<file path="config.mk">
export PLATFORM = sky130hd
export DESIGN_NAME = usfft_run_ctrl
export DESIGN_NICKNAME = d
export VERILOG_FILES = /design/src/rtl/usfft_pkg.sv /design/src/rtl/usfft_popcnt_lane.sv /design/src/rtl/usfft_run_ctrl.sv
export SDC_FILE = /design/constraint.sdc
export NUM_CORES = 1
export LEC_CHECK = 0
export CAP_MARGIN = 40
export CORE_MARGIN = 8
export CORE_UTILIZATION = 46
export CTS_BUF_LIST = sky130_fd_sc_hd__clkbuf_8
export CTS_CLUSTER_DIAMETER = 60
export DETAILED_ROUTE_END_ITERATION = 7
export PLACE_DENSITY = 0.85
export SLEW_MARGIN = 10
export SYNTH_ARGS = -nofsm -noshare
export SYNTH_HDL_FRONTEND = slang
export SYNTH_SLANG_ARGS = --single-unit
export TNS_END_PERCENT = 100
</file>
<file path="constraint.sdc">
create_clock -name iClk -period 1.96 [get_ports iClk]
set_input_delay 0.196 -clock iClk [delete_from_list [all_inputs] [get_ports iClk]]
set_output_delay 0.196 -clock iClk [all_outputs]
set_load 0.02 [all_outputs]
</file>
<file path="src/rtl/usfft_pkg.sv">
// Shared types and constants for the uSFFT run sequencer.
// Lane order matches the array's output bit order on iBits/oCnt.
package usfft_pkg;

    typedef enum logic [2:0] {
        ST_IDLE,
        ST_LOAD,
        ST_CLEAR,
        ST_RUN,
        ST_DONE
    } state_t;

    localparam int NLANES       = 8;

    localparam int LANE_C_REAL0 = 0;
    localparam int LANE_C_IMG0  = 1;
    localparam int LANE_C_REAL1 = 2;
    localparam int LANE_C_IMG1  = 3;
    localparam int LANE_D_REAL0 = 4;
    localparam int LANE_D_IMG0  = 5;
    localparam int LANE_D_REAL1 = 6;
    localparam int LANE_D_IMG1  = 7;

endpackage

</file>
<file path="src/rtl/usfft_popcnt_lane.sv">
// One output-bitstream popcount lane: cleared before a run, adds one bit per enabled cycle.
// The width is sized by the parent so a full period can never wrap.
module usfft_popcnt_lane #(
    parameter int CNTW = 9
) (
    input  logic            clk,
    input  logic            rst_n,
    input  logic            clr,
    input  logic            en,
    input  logic            sample,
    output logic [CNTW-1:0] count
);

    always_ff @(posedge clk) begin
        if (!rst_n) begin
            count <= '0;
        end else if (clr) begin
            count <= '0;
        end else if (en) begin
            count <= count + CNTW'(sample);
        end
    end

endmodule

</file>
<file path="src/rtl/usfft_run_ctrl.sv">
// Run sequencer for the 4-point unary stochastic FFT array: loads weights, clears,
// runs one bitstream period while popcounting the eight outputs, then flags done.
module usfft_run_ctrl #(
    parameter int BITWIDTH = 8,
    parameter int PIPE_LAT = 2,
    parameter int CNTW     = BITWIDTH + 1
) (
    input  logic                iClk,
    input  logic                iRstN,
    input  logic                iStart,
    input  logic                iAbort,
    input  logic [BITWIDTH-1:0] iwReal,
    input  logic [BITWIDTH-1:0] iwImg,
    input  logic [7:0]          iBits,
    output logic                oLoadW,
    output logic                oClr,
    output logic [BITWIDTH-1:0] owReal,
    output logic [BITWIDTH-1:0] owImg,
    output logic                oBusy,
    output logic                oDone,
    output logic                oValid,
    output logic [8*CNTW-1:0]   oCnt
);

    import usfft_pkg::*;

    localparam int RUN_LEN = PIPE_LAT + (1 << BITWIDTH);
    localparam int CYCW    = $clog2(RUN_LEN + 1);
    localparam logic [CYCW-1:0] LAT_C  = CYCW'(PIPE_LAT);
    localparam logic [CYCW-1:0] LAST_C = CYCW'(RUN_LEN - 1);

    state_t          state;
    state_t          state_next;
    logic [CYCW-1:0] cyc;
    logic            load_next;
    logic            clr_next;
    logic            done_next;
    logic            valid_next;
    logic            accept;
    logic            lane_clr;
    logic            lane_en;

    assign accept   = (state == ST_IDLE) && iStart && !iAbort;
    assign lane_clr = (state == ST_CLEAR) && !iAbort;
    assign lane_en  = (state == ST_RUN) && !iAbort && (cyc >= LAT_C);

    always_comb begin
        state_next = state;
        load_next  = 1'b0;
        clr_next   = 1'b0;
        done_next  = 1'b0;
        valid_next = oValid;
        case (state)
            ST_IDLE: begin
                if (accept) begin
                    state_next = ST_LOAD;
                    valid_next = 1'b0;
                end
            end
            ST_LOAD: begin
                state_next = ST_CLEAR;
                load_next  = 1'b1;
            end
            ST_CLEAR: begin
                state_next = ST_RUN;
                clr_next   = 1'b1;
            end
            ST_RUN: begin
                if (cyc == LAST_C) state_next = ST_DONE;
            end
            ST_DONE: begin
                state_next = ST_IDLE;
                done_next  = 1'b1;
                valid_next = 1'b1;
            end
            default: state_next = ST_IDLE;
        endcase
        // Abort overrides everything, including a coincident start in IDLE.
        if (iAbort) begin
            state_next = ST_IDLE;
            load_next  = 1'b0;
            clr_next   = 1'b0;
            done_next  = 1'b0;
            valid_next = 1'b0;
        end
    end

    always_ff @(posedge iClk) begin
        if (!iRstN) begin
            state  <= ST_IDLE;
            oLoadW <= 1'b0;
            oClr   <= 1'b0;
            oBusy  <= 1'b0;
            oDone  <= 1'b0;
            oValid <= 1'b0;
            owReal <= '0;
            owImg  <= '0;
            cyc    <= '0;
        end else begin
            state  <= state_next;
            oLoadW <= load_next;
            oClr   <= clr_next;
            oBusy  <= (state_next != ST_IDLE);
            oDone  <= done_next;
            oValid <= valid_next;
            if (accept) begin
                owReal <= iwReal;
                owImg  <= iwImg;
            end
            // Counter only has meaning inside RUN; it restarts on the way in.
            if (state == ST_CLEAR) begin
                cyc <= '0;
            end else if (state == ST_RUN) begin
                cyc <= cyc + 1'b1;
            end
        end
    end

    for (genvar k = 0; k < NLANES; k++) begin : g_lane
        usfft_popcnt_lane #(
            .CNTW(CNTW)
        ) u_lane (
            .clk   (iClk),
            .rst_n (iRstN),
            .clr   (lane_clr),
            .en    (lane_en),
            .sample(iBits[k]),
            .count (oCnt[k*CNTW +: CNTW])
        );
    end

endmodule

</file>
## Word level (Yosys, flattened, before mapping)

Index checks and enable logic that the tools add are counted.

- Add/sub/neg operators: 9
- Order comparisons: 1
- Equal/unequal tests: 6
- Mux-type cells: 9
- Bitwise operators: 1
- Reduce and logical (&&, ||, !) cells: 13

Operator list:

| cell | count |
|---|---|
| adder 9 x 1 -> 9 bit | 8 |
| case mux 3 bit (4 select lines) | 1 |
| adder 9 x 1 -> 9 bit (second input constant) | 1 |
| equality test 9 bit (second input constant) | 1 |
| >= comparator 9 x 2 -> 1 bit (second input constant) | 1 |
| two-way mux 3 bit | 3 |
| equality test 3 x 2 -> 1 bit (second input constant) | 2 |
| OR reduction 2 bit | 3 |
| logical AND 1 bit | 5 |
| two-way mux 1 bit | 4 |
| equality test 3 x 1 -> 1 bit (second input constant) | 1 |
| equality test 3 bit (second input constant) | 1 |
| zero test 3 bit | 1 |
| nonzero test 3 bit | 1 |
| != test 2 bit (second input constant) | 1 |
| case mux 1 bit (2 select lines) | 1 |
| AND reduction 2 bit | 1 |
| nonzero test 2 bit | 1 |
| zero test 1 bit | 1 |
| NOT 1 bit | 1 |

- Flip-flop bits (word level): 105
- Bits of input ports: 28
- Output and inout bits: 93
- Word-level logic and storage cells: 56

## Longest topological paths before layout

Gate-level depths: netlist (run 1).

- Depth after elaboration: 7
- Depth in mapped cells: 9
- Depth with buffers taken out: 6

## Hierarchy

A second synthesis (run 1) with hierarchy kept.

- Cells, all modules: 524
- Area, all modules: 4,901.0 µm²

By module, submodules not included:

| module | instances | cells each | area each (µm²) | seq. area each (µm²) |
|---|---|---|---|---|
| usfft_popcnt_lane | 8 | 45 | 425.4 | 180.2 |
| usfft_run_ctrl | 1 | 164 | 1,497.7 | 660.6 |

## Least setup slack after synthesis (run 1)

OpenSTA, ideal clock, no wires.

- Path type: register to register
- From: reg cyc[0]
- To: reg g_lane[0].u_lane.count[3]
- Library setup time: 132 ps
- Data arrival time: 1,702 ps
- Data required time: 1,828 ps
- Setup slack: 126 ps
- Stages on the path, launching flop included: 9
- Path buffers: 2
- Period minus slack after synthesis: 1,834 ps
- Path through: dfxtp_1 > inv_1 > ha_1 > or3_1 > o31ai_2 > buf_4 > clkbuf_1 > or3_1 > a21oi_1

- Cells in the longest elaborated chain, start to end: 2

RTL lines:

| item | line | RTL |
|---|---|---|
| from (decl) | usfft_run_ctrl.sv:34 | `logic [CYCW-1:0] cyc;` |
| from (signal assigned) | usfft_run_ctrl.sv:114 | `cyc <= cyc + 1'b1;` |
| >= comparator 9 x 2 -> 1 bit | usfft_run_ctrl.sv:45 | `assign lane_en = (state == ST_RUN) && !iAbort && (cyc >= LAT_C);` |
| logical AND 1 bit | usfft_run_ctrl.sv:45 |  |
| to (signal assigned) | usfft_popcnt_lane.sv:20 | `count <= count + CNTW'(sample);` |
| to (decl) | usfft_popcnt_lane.sv:11 | `output logic [CNTW-1:0] count` |

No other way between the ends.
A chain may end at the register's enable or synchronous reset.

## Final worst setup path (run 1)

- From: reg cyc[6]
- To: reg g_lane[5].u_lane.count[5]

- Cells in the longest elaborated chain, start to end: 2

RTL lines:

| item | line |
|---|---|
| >= comparator 9 x 2 -> 1 bit | usfft_run_ctrl.sv:45 |
| logical AND 1 bit | usfft_run_ctrl.sv:45 |
| to (signal assigned) | usfft_popcnt_lane.sv:20 |
| to (decl) | usfft_popcnt_lane.sv:11 |

No other way between the ends.

==> metrics.md, run 1 <==
| Metric | Value |
|---|---|
| RSZ-0062 raised after global routing | true |
| Die area | around 0.014 mm^2 |
| CTS root buffer | clkbuf_8 |
| Static Leak | between 2 and 2.5 nW |
| Setup crit end kind | register |
| Yosys top cell by area | dfxtp_1 |
| WL/cell | ~16 um |
| Peak supply drop | ~0.00043 V |
| H-tree levels | 3 |
| Inserted Clock Buffers | 9 |
| Final WL | about 14,000 um |
| Area taken by multi-input logic gates | approximately 0.0025 mm^2 |
| Syn Inst Count | 553 |
| P&R area growth vs syn | 45.7% |
| Via Count | 4,712 |
| Critical Path AT | ~2200 ps |
| Register area share after synthesis | 45.0% |
| Core box area | roughly 0.010 mm^2 |
| HP Class | in -> reg |
| Crit-path most repeated cell | or4_4 |
| Crit start category | register |
| Hold slack | 367 ps |
| Vias in the first global route | 4,350 |
| Synthesized flop and latch total | 105 |
| DP Wirelength | ~9400 um |
| Power density cells | about 550 mW/mm^2 |
| Max-Cap Viols | 0 |
| Tmin final | 1980 ps |
| Final cell count without fillers | between 800 and 900 |
| PnR worst setup slack | -17.5 ps |
| FILL cells | 819 |
| Slowest stage delay, CP | 570 ps |
| CTS tree | built |
| Number of synthesized flops with an enable pin | 0 |
| Top Ports | 121 |
| Setup violators final | 11 |
| Clock Latency Late Sink | 370 ps |
| Least-Margin Pin Slew | 585 ps |
| ANT nets after route | 0 |
| Synth top area share | 45.0% |
| ANT cells | 0 |
| CP max FO | 8 |
| Yosys cell types | 38 |
| Util after Layout | 67.5% |
| Max-slew violation count | 0 |
| Asr flop ratio synth | 0% |
| Synth cell count leaders | dfxtp_1, nand2_1, a21oi_1 |
| Pin count of the biggest net entering global routing | 45 |
| Crit share post-route | 101% |
| Vias/cell | 5.60 |
| Syn Area/Cell | 8.45 um^2 |
| Placed insts | just over 800 |
| Sequential cell area | 0.00211 mm^2 |
| Synth warn | 0 |
| DP Worst Slack | -155 ps |
| Fin. Hold Viols | 0 |
| Overall Global Routing Usage | a little under a fifth |
| Buf/Inv on CP | 3 |
| Max frequency | 506 MHz |
| Nets@finish | between 700 and 800 |
| Port Buffers | between 100 and 150 |
| GPL Wtd Cong | 0.778 |
| Clock sinks | 105 |
| DRC | 0 |
| CP top delay family | simple AND/OR/NAND/NOR gates |
| Status | complete, but fails checks |
| Critical Path RT | between 2000 and 2500 ps |
| Initial Util | 46.3% |
| Cell Area, Synth | 0.00467 mm^2 |
| Initial DRC count | 280 |
| Crit path max-delay cell type | or4_4 |
| Main synth FF type | dfxtp_1 |
| Slew HR | between 60% and 70% |
| CTS max path bufs | 2 |
| CP Class | reg -> reg |
| Clock transition at the registers of the reported paths | 100 ps |
| Clock Skew | 14.3 ps |
| Post-Syn Nets | 600 |
| Die Wd | 117 um |
| DRT Pass-1 Iters | 5 |
| Overflow after GRT | 0 |
| Hold Buf Count CTS | 0 |
| Final TNS setup | -110 ps |
| Violated checks | negative setup slack |
| Layout cells sized above 1 | between 10% and 20% |
| DIE HEIGHT | 117 um |
| First-pass GRT wire length | approximately 20,000 um |
| Crit-path cells | or4_4, o31ai_4, buf_6, buf_12, buf_8, or4_4, a21oi_2 |
| Antenna violations before repair | 0 |
| Row cnt | 37 |
| Synth top area cells | dfxtp_1, a21oi_1, nand2_1 |
| Most frequent cell after synthesis | dfxtp_1 |
routing by layer:
layer  track usage, %  part of all wire [%]
met5                0                     0
met4             5.80                   1.4
met3             6.26                   8.7
met2             31.4                    49
met1             21.5                    41
cells by family after synthesis:
group | after synthesis | synth area share (%)
compound gates | 157 | 19.4
xor+xnor | 6 | 1.12
fa+ha+maj | 19 | 5.09
buf+inv | 43 | 4.63
flops | 105 | 45.0
simple gates | 223 | 24.8
sequential cells by signal, summed over array words and instances (netlist names):
name / count
oClr: 1
cyc: 9
oValid: 1
state: 3
g_lane.u_lane.count: 72
owImg: 8
oLoadW: 1
oDone: 1
oBusy: 1
owReal: 8
placed cells by master (no fill, tap or decap), types with 4 or more instances in the layout:
master	instances
o31ai_4	5
a21boi_0	11
ha_1	18
buf_6	5
nor3_1	6
buf_4	29
a21boi_1	5
or4_1	14
o21ai_1	14
o21ai_2	5
buf_12	5
nand4_1	4
nor2_1	10
dfxtp_1	102
or3_1	36
clkdlybuf4s50_1	120
clkbuf_16	5
inv_1	12
and3_1	8
nand3_1	34
a21oi_1	66
o21ai_0	19
o31ai_1	16
xnor2_1	6
clkbuf_8	9
a21oi_2	9
nand2_1	83
or4_4	7
worst paths after layout:
kind / startpoint / to / slack (ps) / depth (start not counted)
worst min register to register: owReal[1] / owReal[1] / 460 / 2
worst max register to register: cyc[6] / g_lane[5].u_lane.count[5] / -20 / 7
worst min-delay path: iwReal[1] / owReal[1] / 370 / 3
worst max-delay path: cyc[6] / g_lane[5].u_lane.count[5] / -20 / 7
per-stage QoR:
step                      power, W  instance area (um^2)
after global routing       0.00392                  6810
after floorplan            0.00231                  4670
after detailed placement   0.00244                  6170
after global placement     0.00243                  6170
final                      0.00377                  6810
after CTS                  0.00380                  6430
worst min-delay path: stages:
cell	delay, ps
clkdlybuf4s50_1	400
nand2_1	60
a21boi_1	50
cell type report:
class                      count  share of cell area (%)
tap                          136                    2.50
sequential                   105                    30.9
timing repair buffer         167                    25.8
clock inverter                 7                    1.14
clock buffer                   9                    1.82
inverter                      13                   0.716
multi-input combinational    405                    37.1
what timing repair did:
action | in CTS | in global routing
pin swaps | 1 | 36
setup buffers | 2 | 8
endpoints found under the setup margin | 18 | 58
gates cloned | 1 | 7
endpoints found under the hold margin | 0 | 0
gates resized for setup | 3 | 56
where the power goes:
part	total [W]	internal, W	switching [W]
Clock	0.00138	0.000603	0.000776
Sequential	0.00216	0.00215	0.00000889
Combinational	0.000233	0.000116	0.000117
Note: power is estimated with default switching activity, not from simulation.
==> inputs of run 2 (changes only) <==
GPL_ROUTABILITY_DRIVEN = 0   (was not set)
RECOVER_POWER = 100   (was not set)
SLEW_MARGIN = 20   (was 10)
==> metrics.md, run 2 (synthesis gave the netlist of run 1 again) <==
| Metric | Value |
|---|---|
| Cell-internal power | about 0.0029 W |
| PnR worst setup slack | -14.9 ps |
| Static Leak | 2.42 nW |
| Seq pwr share | 57.4% |
| Die area | 0.0136 mm^2 |
| Placed insts | 808 |
| Tmin final | between 1500 and 2000 ps |
| Crit start category | register |
| CTS max path bufs | 2 |
| Core box area | 0.0101 mm^2 |
| Area after DPL | about 0.006 mm^2 |
| Sequential cell area | between 0.002 and 0.0025 mm^2 |
| Setup crit end kind | register |
| Overall Global Routing Usage | 18.5% |
| Final TNS setup | -79.3 ps |
| Hold Buf Count CTS | 0 |
| Clock transition at the registers of the reported paths | 100 ps |
| Hold slack | 381 ps |
| Initial DRC count | 301 |
| Layout cells sized above 1 | 14.2% |
| Vias in the first global route | 4,350 |
| Port Buffers | 120 |
| Max-slew violation count | 0 |
| DRC | 0 |
| ANT nets after route | 0 |
| WL/cell | 15.9 um |
| Pin count of the biggest net entering global routing | between 40 and 50 |
| P&R area growth vs syn | 45.4% |
| Top flop regs | g_lane.u_lane.count: 72 flops, cyc: 9 flops |
| Biggest register | g_lane.u_lane.count |
| Fin. Hold Viols | 0 |
| Setup violators final | 10 |
| Nets@finish | 748 |
| Most frequent cells in the layout | dfxtp_1, nand2_1, clkdlybuf4s50_1 |
| Finished Cell Area | 0.00680 mm^2 |
| Top Ports | 121 |
| Clock sinks | 105 |
| CP max FO | 8 |
| DRT Pass-1 Iters | 5 |
| Critical Path RT | 2200 ps |
| Peak supply drop | 0.000425 V |
| Least-Margin Pin Slew | 587 ps |
| Final cell count without fillers | 842 |
| Clock Latency Late Sink | about 370 ps |
| Overflow after GRT | 0 |
| Combinational share of power | 5.9% |
| Antenna violations before repair | 0 |
| Largest register FFs | 72 |
| Max-Cap Viols | 0 |
| Critical Path AT | 2220 ps |
| Status | complete, but fails checks |
| Max frequency | 506 MHz |
| Net Sw Frac | 23.9% |
| FILL cells | 825 |
| Final WL | 13,400 um |
| RSZ-0062 raised after global routing | true |
| Vias/cell | roughly 5.6 |
| Row cnt | 37 |
| Die Wd | 117 um |
| Most common cell after layout, fill and taps aside | dfxtp_1 |
| CP Class | reg -> reg |
| H-tree levels | 3 |
| Crit share post-route | 101% |
| Slew HR | 60.6% |
| Clock Skew | 15.0 ps |
| Inserted Clock Buffers | 9 |
| Via Count | ~4,700 |
| HP Class | in -> reg |
| DP Wirelength | 9390 um |
| CTS tree | built |
| Violated checks | negative setup slack |
| DP Worst Slack | -155 ps |
| DIE HEIGHT | around 120 um |
| CTS root buffer | clkbuf_8 |
| Power density cells | 553 mW/mm^2 |
| Area taken by multi-input logic gates | about 0.0025 mm^2 |
| Initial Util | a little under half |
| First-pass GRT wire length | between 20,000 and 25,000 um |
| P_sw | 0.000900 W |
| ANT cells | 0 |
| Clock power share | 36.7% |
[run 2: changes by cell type in the layout (fill, tap and decap cells not counted), sizes merged]
cell and change:
clkbuf +4, buf -4, dlygate4sd3 +45, clkdlybuf4s50 -45
[run 2: path summary, 6_finish.rpt]
check                           startpoint                   endpoint  slack [ps]  cells after the start
worst max-delay path                cyc[6]  g_lane[5].u_lane.count[5]         -10                      7
worst min register to register   owReal[2]                  owReal[2]         460                      2
worst max register to register      cyc[6]  g_lane[5].u_lane.count[5]         -10                      7
worst min-delay path             iwReal[1]                  owReal[1]         380                      3
[run 2: worst max-delay path: stages (launching register included)]
cell and delay [ps]:
dfxtp_2 330, or4_4 570, o31ai_4 380, buf_6 170, buf_12 120, buf_8 110
or4_4 120, a21oi_2 40
[run 2: through the flow]
stage	total power, W	util (%)
global route	0.00391	67.4
global placement	0.00243	61.1
finish	0.00376	67.4
floorplan	0.00231	-
CTS	0.00380	63.7
detailed placement	0.00244	61.1
[run 2: layout make-up]
class / instances / area share [%]
Timing Repair Buffer: 167 / 25.7
Inverter: 13 / 0.718
Multi-Input combinational cell: 405 / 37.2
Sequential cell: 105 / 31.0
Clock buffer: 9 / 1.82
Tap cell: 136 / 2.50
Clock inverter: 7 / 1.14
[run 2: timing repair]
action,in CTS,in global routing
buffers inserted,2,8
gates resized for setup,3,56
cloned,1,7
setup endpoints to repair,18,58
pin swaps,1,36
[run 2: per-layer routing]
metal  GRT usage (%)  routed length [um]  vias up
met5               0                   0        -
met4            5.80                 193        0
met3            6.26                1210       21
met2            31.4                6510      149
met1            21.5                5510     2232
li1                -                   -     2302
[run 2: power by group through the flow]
stage | Clock [W] | Sequential, W | Combinational [W]
floorplan | 0 | 0.00223 | 0.0000779
global placement | 0 | 0.00221 | 0.000226
detailed placement | 0 | 0.00221 | 0.000231
CTS | 0.00141 | 0.00216 | 0.000233
global route | 0.00150 | 0.00216 | 0.000244
finish | 0.00138 | 0.00216 | 0.000222
==> inputs of run 3 (changes only) <==
--- a/config.mk
+++ b/config.mk
@@ -6,4 +6,5 @@
 export NUM_CORES = 1
 export LEC_CHECK = 0
+export ABC_CLOCK_PERIOD_IN_PS = 1960
 export CAP_MARGIN = 40
 export CORE_MARGIN = 8
==> constraint.sdc (replaced) <==
create_clock -name iClk -period 1.96 [get_ports iClk]
set_input_delay 0.392 -clock iClk [delete_from_list [all_inputs] [get_ports iClk]]
set_output_delay 0.392 -clock iClk [all_outputs]
set_load 0.02 [all_outputs]
==> metrics.md, run 3 (synthesis gave the netlist of run 1 again) <==
| Metric | Value |
|---|---|
| Setup crit end kind | register |
| DP Wirelength | ~9200 um |
| CP Class | reg -> reg |
| Clock sinks | around 110 |
| DRC | 0 |
| Crit share post-route | 98.0% |
| RSZ-0062 raised after global routing | true |
| DP Worst Slack | -314 ps |
| Worst R2R Path Depth | 7 |
| Critical Path AT | roughly 2200 ps |
| Biggest register | g_lane.u_lane.count |
| Vias in the first global route | 4,452 |
| HP Class | reg -> reg |
| Die Wd | 117 um |
| DRT Pass-1 Iters | 5 |
| Least-Margin Pin Slew | between 600 and 700 ps |
| Status | finished, final reports clean |
| Clock transition at the registers of the reported paths | 100 ps |
| Setup violators final | 0 |
| Row cnt | 37 |
| Peak supply drop | 0.000411 V |
| Area after DPL | 0.00624 mm^2 |
| Clock Latency Late Sink | between 300 and 400 ps |
| Hold Buf Count CTS | 0 |
| Power density cells | 576 mW/mm^2 |
| Antenna violations before repair | 0 |
| Vias/cell | 5.59 |
| CP max FO | 8 |
| Pin count of the biggest net entering global routing | 45 |
| Finished Cell Area | 0.00670 mm^2 |
| Final Power | 0.00386 W |
| Layout cells sized above 1 | 11.1% |
| Largest register FFs | between 70 and 80 |
| Max-slew violation count | 0 |
| FILL cells | 842 |
| Core box area | roughly 0.01 mm^2 |
| CTS max path bufs | 2 |
| Clock Skew | 10.9 ps |
| Hold slack | 456 ps |
| Tmin final | 1920 ps |
| Nets@finish | 751 |
| DIE HEIGHT | 117 um |
| Overall Global Routing Usage | 18.5% |
| Initial DRC count | 300 |
| Die area | about 0.014 mm^2 |
| Via Count | 4,721 |
| PnR worst setup slack | approximately 38 ps |
| Overflow after GRT | 0 |
| Critical Path RT | between 2000 and 2500 ps |
| Util after Layout | around 66% |
| Slew HR | a little under three fifths |
| Hold Path Stages | 2 |
| Initial Util | 46.3% |
| Top flop regs | g_lane.u_lane.count: 72 flops, cyc: 9 flops |
| Max-Cap Viols | 0 |
| Top Ports | 121 |
| Max frequency | approximately 520 MHz |
| P&R area growth vs syn | 43.3% |
| Most frequent cells in the layout | dfxtp_1, nand2_1, a21oi_1 |
| Port Buffers | 120 |
| WL/cell | about 16 um |
| CTS root buffer | clkbuf_8 |
| ANT nets after route | 0 |
| First-pass GRT wire length | 20,600 um |
| Final WL | 13,300 um |
| ANT cells | 0 |
| H-tree levels | 3 |
| Most common cell after layout, fill and taps aside | dfxtp_1 |
| Static Leak | 2.48 nW |
| Crit start category | register |
| CTS tree | built |
| Fin. Hold Viols | 0 |
| Inserted Clock Buffers | 9 |
## run 3: worst max-delay path, stage by stage, from the launching register on
cell     delay (ps)
dfxtp_1         330
or4_4           570
o31ai_4         270
buf_6           170
buf_6           140
buf_12          120
nor4_1           60
o21a_1          170
## run 3: cell type report
| class | count | area, um^2 | share of cell area (%) |
|---|---|---|---|
| clock inverter | 7 | 96.3 | 1.44 |
| clock buffer | 9 | 124 | 1.85 |
| tap | 136 | 170 | 2.54 |
| inverter | 13 | 48.8 | 0.728 |
| multi-input combinational | 405 | 2400 | 35.8 |
| timing repair buffer | 170 | 1760 | 26.2 |
| sequential | 105 | 2100 | 31.4 |
## run 3: metal layers
| layer | track usage (%) | share of wire [%] | vias up |
|---|---|---|---|
| met5 | 0 | 0 | - |
| met4 | 3.84 | 0.38 | 0 |
| met1 | 20.7 | 40 | 2255 |
| met3 | 7.23 | 9.2 | 4 |
| met2 | 32.7 | 50 | 160 |
| li1 | - | - | 2302 |
## run 3: path summary, 6_finish.rpt
kind	start	end	slack [ps]
max	cyc[4]	g_lane[0].u_lane.count[5]	40
min	owReal[4]	owReal[4]	460
max reg2reg	cyc[4]	g_lane[0].u_lane.count[5]	40
min reg2reg	owReal[4]	owReal[4]	460
## run 3: metrics by stage
stage	setup TNS (ps)	instances
global route	-138	845
finish	0	845
CTS	0	832
detailed placement	-10680	812
global placement	-6760	812
floorplan	0	553
## run 3: repair_timing
item                                    4_1_cts  5_1_grt
hold endpoints to repair                      0        0
gates cloned                                  1        4
gates resized for setup                       4       20
endpoints found under the setup margin       26       58
setup buffers                                 3        9
pin swaps                                     4       11
## run 3: report_power, final
part           switching, W  internal, W  leakage [nW]
logic              0.000115     0.000110          1.52
clock network      0.000757     0.000720         0.107
registers        0.00000857      0.00215         0.848
